`config.mk`:
```
export PLATFORM = sky130hd
export DESIGN_NAME = arb32_8
export DESIGN_NICKNAME = d
export VERILOG_FILES = /design/src/rtl/arb32_8_pkg.sv /design/src/rtl/arb32_8_slot.sv /design/src/rtl/arb32_8.sv
export SDC_FILE = /design/constraint.sdc
export NUM_CORES = 1
export LEC_CHECK = 0
export CAP_MARGIN = 0
export CORE_AREA = 2 2 76 78
export DETAILED_ROUTE_END_ITERATION = 7
export DIE_AREA = 0 0 78 80
export GPL_TIMING_DRIVEN = 0
export PLACE_DENSITY = 0.84
export SYNTH_ARGS = -nofsm -noshare
export SYNTH_HDL_FRONTEND = slang
export SYNTH_HIERARCHICAL = 1
export SYNTH_SLANG_ARGS = --single-unit
```
`constraint.sdc`:
```
create_clock -name clk_4f -period 3.6 [get_ports clk_4f]
set_input_delay 0.36 -clock clk_4f [delete_from_list [all_inputs] [get_ports clk_4f]]
set_output_delay 0.36 -clock clk_4f [all_outputs]
set_load 0.005 [all_outputs]
```
`src/rtl/arb32_8_pkg.sv`:
```
// arb32_8_pkg
// Shared definitions for the two-channel arbiter / slot sequencer that feeds
// the 32-to-8 byte unstriper.
//   state_e   : arbitration FSM states (idle, channel 0 owns, channel 1 owns)
//   SLOT_LAST : slot counter value of the boundary cycle
//   WORD_W    : width of a source word
//   BURST_W   : width of the burst counter (MAX_BURST is at most 15)
package arb32_8_pkg;

  typedef enum logic [1:0] {
    ST_IDLE = 2'd0,
    ST_OWN0 = 2'd1,
    ST_OWN1 = 2'd2
  } state_e;

  localparam logic [1:0] SLOT_LAST = 2'd3;
  localparam int         WORD_W    = 32;
  localparam int         BURST_W   = 4;

endpackage

```
`src/rtl/arb32_8_slot.sv`:
```
// arb32_8_slot
// Free-running 2-bit slot counter. One slot is four clk_4f cycles, the rate at
// which the converter consumes a 32-bit word.
//   clk_4f   in  byte-rate clock
//   reset    in  asynchronous, active-high reset
//   boundary out high during the last cycle of every slot
module arb32_8_slot
  import arb32_8_pkg::*;
(
  input  logic clk_4f,
  input  logic reset,
  output logic boundary
);

  logic [1:0] slot_cnt_q;
  logic [1:0] slot_cnt_d;

  // The counter wraps naturally, so the next value is always +1.
  always_comb begin
    slot_cnt_d = slot_cnt_q + 2'd1;
  end

  always_ff @(posedge clk_4f or posedge reset) begin
    if (reset) begin
      slot_cnt_q <= 2'd0;
    end else begin
      slot_cnt_q <= slot_cnt_d;
    end
  end

  assign boundary = (slot_cnt_q == SLOT_LAST);

endmodule

```
`src/rtl/arb32_8.sv`:
```
// arb32_8
// Shares one 32-to-8 unstriper between two 32-bit word sources. A winner is
// picked once per 4-cycle slot, at the boundary cycle; the accepted word is
// then held on data_strp/valid_strp for the whole next slot. Grants are sticky
// up to MAX_BURST consecutive words while the other channel is waiting, and
// ties out of idle go to the channel that did not own the bus last.
//   clk_4f     in   byte-rate clock (converter clock)
//   reset      in   asynchronous, active-high reset
//   enable     in   sampled at the boundary; low blocks new grants
//   data_in0   in   channel 0 word        valid_in0 in  channel 0 valid
//   ready_out0 out  channel 0 pop strobe (combinational)
//   data_in1   in   channel 1 word        valid_in1 in  channel 1 valid
//   ready_out1 out  channel 1 pop strobe (combinational)
//   data_strp  out  word presented to the converter
//   valid_strp out  data_strp valid for the current slot
//   grant_id   out  channel that owns the current slot
//   busy       out  FSM is not idle
module arb32_8
  import arb32_8_pkg::*;
#(
  parameter int MAX_BURST = 4
) (
  input  logic              clk_4f,
  input  logic              reset,
  input  logic              enable,
  input  logic [WORD_W-1:0] data_in0,
  input  logic              valid_in0,
  output logic              ready_out0,
  input  logic [WORD_W-1:0] data_in1,
  input  logic              valid_in1,
  output logic              ready_out1,
  output logic [WORD_W-1:0] data_strp,
  output logic              valid_strp,
  output logic              grant_id,
  output logic              busy
);

  localparam logic [BURST_W-1:0] BURST_MAX = BURST_W'(MAX_BURST);

  logic boundary;

  state_e              state_q, state_d;
  logic [BURST_W-1:0]  burst_cnt_q, burst_cnt_d;
  logic                last_owner_q, last_owner_d;
  logic [WORD_W-1:0]   data_q, data_d;
  logic                valid_q, valid_d;
  logic                grant_q, grant_d;

  logic   burst_full;
  logic   win_valid;
  logic   win_id;
  logic   take;
  state_e win_state;

  arb32_8_slot u_slot (
    .clk_4f   (clk_4f),
    .reset    (reset),
    .boundary (boundary)
  );

  assign burst_full = (burst_cnt_q == BURST_MAX);

  // Winner selection. win_valid implies the winner's own valid is high, so the
  // ready strobes below need no extra valid qualification.
  always_comb begin
    win_valid = 1'b0;
    win_id    = 1'b0;
    unique case (state_q)
      ST_IDLE: begin
        if (valid_in0 && valid_in1) begin
          win_valid = 1'b1;
          win_id    = ~last_owner_q;
        end else if (valid_in0 || valid_in1) begin
          win_valid = 1'b1;
          win_id    = valid_in1;
        end
      end
      ST_OWN0: begin
        if (valid_in0 && !(burst_full && valid_in1)) begin
          win_valid = 1'b1;
          win_id    = 1'b0;
        end else if (valid_in1) begin
          win_valid = 1'b1;
          win_id    = 1'b1;
        end
      end
      ST_OWN1: begin
        if (valid_in1 && !(burst_full && valid_in0)) begin
          win_valid = 1'b1;
          win_id    = 1'b1;
        end else if (valid_in0) begin
          win_valid = 1'b1;
          win_id    = 1'b0;
        end
      end
      default: begin
        win_valid = 1'b0;
        win_id    = 1'b0;
      end
    endcase
  end

  assign take       = boundary && enable && win_valid;
  assign ready_out0 = take && !win_id;
  assign ready_out1 = take &&  win_id;
  assign win_state  = win_id ? ST_OWN1 : ST_OWN0;

  // Next-state logic: everything only moves at the boundary cycle. A boundary
  // without a transfer drops valid and returns to idle, but keeps the old word
  // and grant_id on the outputs.
  always_comb begin
    state_d      = state_q;
    burst_cnt_d  = burst_cnt_q;
    last_owner_d = last_owner_q;
    data_d       = data_q;
    valid_d      = valid_q;
    grant_d      = grant_q;
    if (boundary) begin
      if (take) begin
        data_d       = win_id ? data_in1 : data_in0;
        valid_d      = 1'b1;
        grant_d      = win_id;
        last_owner_d = win_id;
        state_d      = win_state;
        if (state_q == win_state) begin
          burst_cnt_d = burst_full ? burst_cnt_q : burst_cnt_q + BURST_W'(1);
        end else begin
          burst_cnt_d = BURST_W'(1);
        end
      end else begin
        valid_d     = 1'b0;
        state_d     = ST_IDLE;
        burst_cnt_d = '0;
      end
    end
  end

  always_ff @(posedge clk_4f or posedge reset) begin
    if (reset) begin
      state_q      <= ST_IDLE;
      burst_cnt_q  <= '0;
      last_owner_q <= 1'b1;
      data_q       <= '0;
      valid_q      <= 1'b0;
      grant_q      <= 1'b0;
    end else begin
      state_q      <= state_d;
      burst_cnt_q  <= burst_cnt_d;
      last_owner_q <= last_owner_d;
      data_q       <= data_d;
      valid_q      <= valid_d;
      grant_q      <= grant_d;
    end
  end

  assign data_strp  = data_q;
  assign valid_strp = valid_q;
  assign grant_id   = grant_q;
  assign busy       = (state_q != ST_IDLE);

endmodule
```
==> results.sh <==
export IMPL_crit_path_end_kind="output pin"
export IMPL_htree_levels=2
export IMPL_routedWlPerCell_um=15.1
export IMPL_clkTransAtPathRegs_ns=0.08
export IMPL_grt_pass1_vias=1983
export IMPL_cts_sinks=43
export IMPL_synth_nets=248
export IMPL_async_flop_share_pct=100
export IMPL_cp_max_fo=10
export IMPL_drt_wl_total_mm=5.44
export IMPL_grt_use_total_pct=18.4
export IMPL_synth_flop_cell="dfrtp_1"
export IMPL_slowest_stage="or4_1"
export IMPL_layout_drive_gt1_share_pct=28.4
export IMPL_placedInstanceArea_um2=3540
export IMPL_post_cts_setup_buffers=0
export IMPL_crit_family="buffers and inverters"
export IMPL_cts_tree="yes"
export IMPL_rows=27
export IMPL_area_delta_synth_final_pct=52.1
export IMPL_ioPinCount=106
export IMPL_fin_crit_sh_pct=86.7
export IMPL_synthCells=176
export IMPL_final_antenna_net_count=0
export IMPL_dp_cells=353
export IMPL_status="finished, final reports clean"
export IMPL_worstSetupPathType="reg -> out"
export IMPL_initialDrtViolationCount=60
export IMPL_synth_common_cells="42 x dfrtp_1, 37 x mux2_2, 28 x mux2_4"
export IMPL_postSynthAreaPerCell_um2=13.5
export IMPL_antenna_found_initial=0
export IMPL_synth_area_top_cells="dfrtp_1 44%, mux2_4 18%, mux2_2 18%"
export IMPL_drc=0
export IMPL_vias=1802
export IMPL_required_ns=3.24
export IMPL_yosys_warnings=6
export IMPL_slew_viol_final=0
export IMPL_worstPathCellList="inv_1 > ha_1 > and3b_1 > buf_6 > mux2i_1 > or4_1 > buf_6 > buf_12 > inv_1 > clkdlybuf4s50_1"
export IMPL_tightestPinTransition_ns=0.585
export IMPL_yosysTopAreaCell="dfrtp_1"
export IMPL_hold_class="in -> async"
export IMPL_skew_ns=0.00374
export IMPL_ys_seq_elements=43
export IMPL_cpPeakStageDelay_ns=0.51
export IMPL_crit_buf_inv=6
export IMPL_worstPathArrival_ns=2.76
export IMPL_synth_edff_count=0
export IMPL_antennaDiodeCount=0
export IMPL_fp_dieArea_um2=6240
export IMPL_grt_pass1_wl_mm=9.03
export IMPL_synth_seq_area_share_pct=45.3
export IMPL_die_x_um=78
export IMPL_cts_inserted_buffers=5
export IMPL_power_density_nw_per_um2=370
export IMPL_dr_pass1_iters=4
export IMPL_grt_setup_unrepaired="no"
export IMPL_start_util_pct=44.0
export IMPL_dp_slack_ns=0.661
export IMPL_holdWs_ns=0.258
export IMPL_cts_resized=0
export IMPL_power_total_mw=1.34
export IMPL_dp_hpwl_mm=4.21
export IMPL_max_freq_ghz=0.320
export IMPL_cp_start_kind="register"
export IMPL_worst_slack_ns=0.477
export IMPL_core_area_um2=5410
export IMPL_design_area_um2=3620
export IMPL_hold_viol_final=0
export IMPL_vias_per_cell=4.99
export IMPL_fin_util_pct=66.9
export IMPL_cts_root_buf="clkbuf_8"
export IMPL_max_vdd_ir_drop_uv=212
export IMPL_yosysMostFrequentCell="dfrtp_1"
export IMPL_synth_cell_area_um2=2380
export IMPL_gp_congestion=0.790
export IMPL_rr_startpoint="burst_cnt_q[0]"
export IMPL_maxCapViolCount=0
export IMPL_slew_headroom_pct=61.0
export IMPL_portBuffers=104
export IMPL_finalWorstPathRequiredPeriod_ns=3.12
export IMPL_tns_ns=0
export IMPL_cts_buffer_depth=2
export IMPL_hold_buffers=0
export IMPL_finalSetupViolations=0
export IMPL_synth_top_area_share_pct=44.2
export IMPL_synth_cell_types=34
export IMPL_grt_overflow=0
export IMPL_fin_nets=360
export IMPL_crit_start="burst_cnt_q[0]"
export IMPL_insertion_delay_ns=0.29
export IMPL_grt_max_degree=22
export IMPL_cellLeakagePower_nw=1.61
export IMPL_fin_cells=361
export IMPL_chipHeight_um=80
==> registers in the layout, summed over array words and instances (netlist names) <==
register	flops
burst_cnt_q	4
data_strp	32
grant_id	1
last_owner_q	1
state_q	2
u_slot/slot_cnt_q	2
valid_strp	1
==> worst register-to-register path: cells and delay by family (launching register included) <==
family / cells / cell delay [ns]
buffers and inverters: 4 / 0.53
flip-flops: 1 / 0.43
multiplexers: 2 / 0.42
AND/OR/NAND/NOR: 2 / 0.69
adder cells (fa/ha/maj): 1 / 0.18
==> layout by cell type (no fill, tap or decap), types with 2 or more instances in the layout <==
| cell | count |
|---|---|
| clkdlybuf4s50_1 | 104 |
| mux2i_1 | 3 |
| nand3_1 | 2 |
| inv_1 | 10 |
| buf_2 | 2 |
| buf_6 | 2 |
| buf_1 | 2 |
| nor3b_1 | 2 |
| mux2_4 | 28 |
| mux2_2 | 37 |
| o21a_1 | 2 |
| dfrtp_1 | 42 |
| o2111ai_1 | 2 |
| nand2_1 | 8 |
| clkbuf_8 | 5 |
| clkbuf_1 | 5 |
| o21ai_0 | 7 |
| ha_1 | 3 |
| buf_12 | 3 |
==> worst paths after layout <==
check                           depth (start not counted)                    to  slack [ns]
worst max-delay path                                   10            ready_out1        0.48
worst min-delay path                                    2  u_slot/slot_cnt_q[0]        0.26
worst max register to register                          9          data_strp[2]        1.25
worst min register to register                          1  u_slot/slot_cnt_q[0]        0.43
max in group asynchronous                               3         data_strp[21]        2.68
min in group clk_4f                                     1  u_slot/slot_cnt_q[0]        0.43
==> layer usage <==
layer / vias to the layer above / routed length, µm / track usage (%)
li1: 851 / - / -
met1: 886 / 2060 / 19.9
met2: 59 / 2900 / 33.8
met3: 6 / 419 / 6.67
met4: 0 / 56 / 5.26
met5: - / 0 / 0
==> layout make-up <==
class | instances | area, µm²
clock inverters | 1 | 5.00
repair buffers | 105 | 1070
well taps | 72 | 90.1
fillers | 417 | 1790
flip-flops and latches | 43 | 1080
multi-input cells | 110 | 1150
plain buffers | 12 | 111
clock buffers | 7 | 76.3
inverters | 11 | 41.3
==> kinds of logic after synthesis <==
kind of cell / share of synthesized area, %
AO/OA/AOI/OAI: 6.16
flip-flops: 45.3
multiplexers: 36.5
buffers and inverters: 6.42
AND/OR/NAND/NOR: 4.10
adder cells (fa/ha/maj): 1.58
==> power breakdown <==
part	switching [mW]	total, mW	leakage [nW]	internal (mW)
combinational	0.111	0.439	1.06	0.328
clock	0.162	0.298	0.0422	0.136
sequential	0.0396	0.600	0.512	0.561
(Power assumes the default switching activity.)
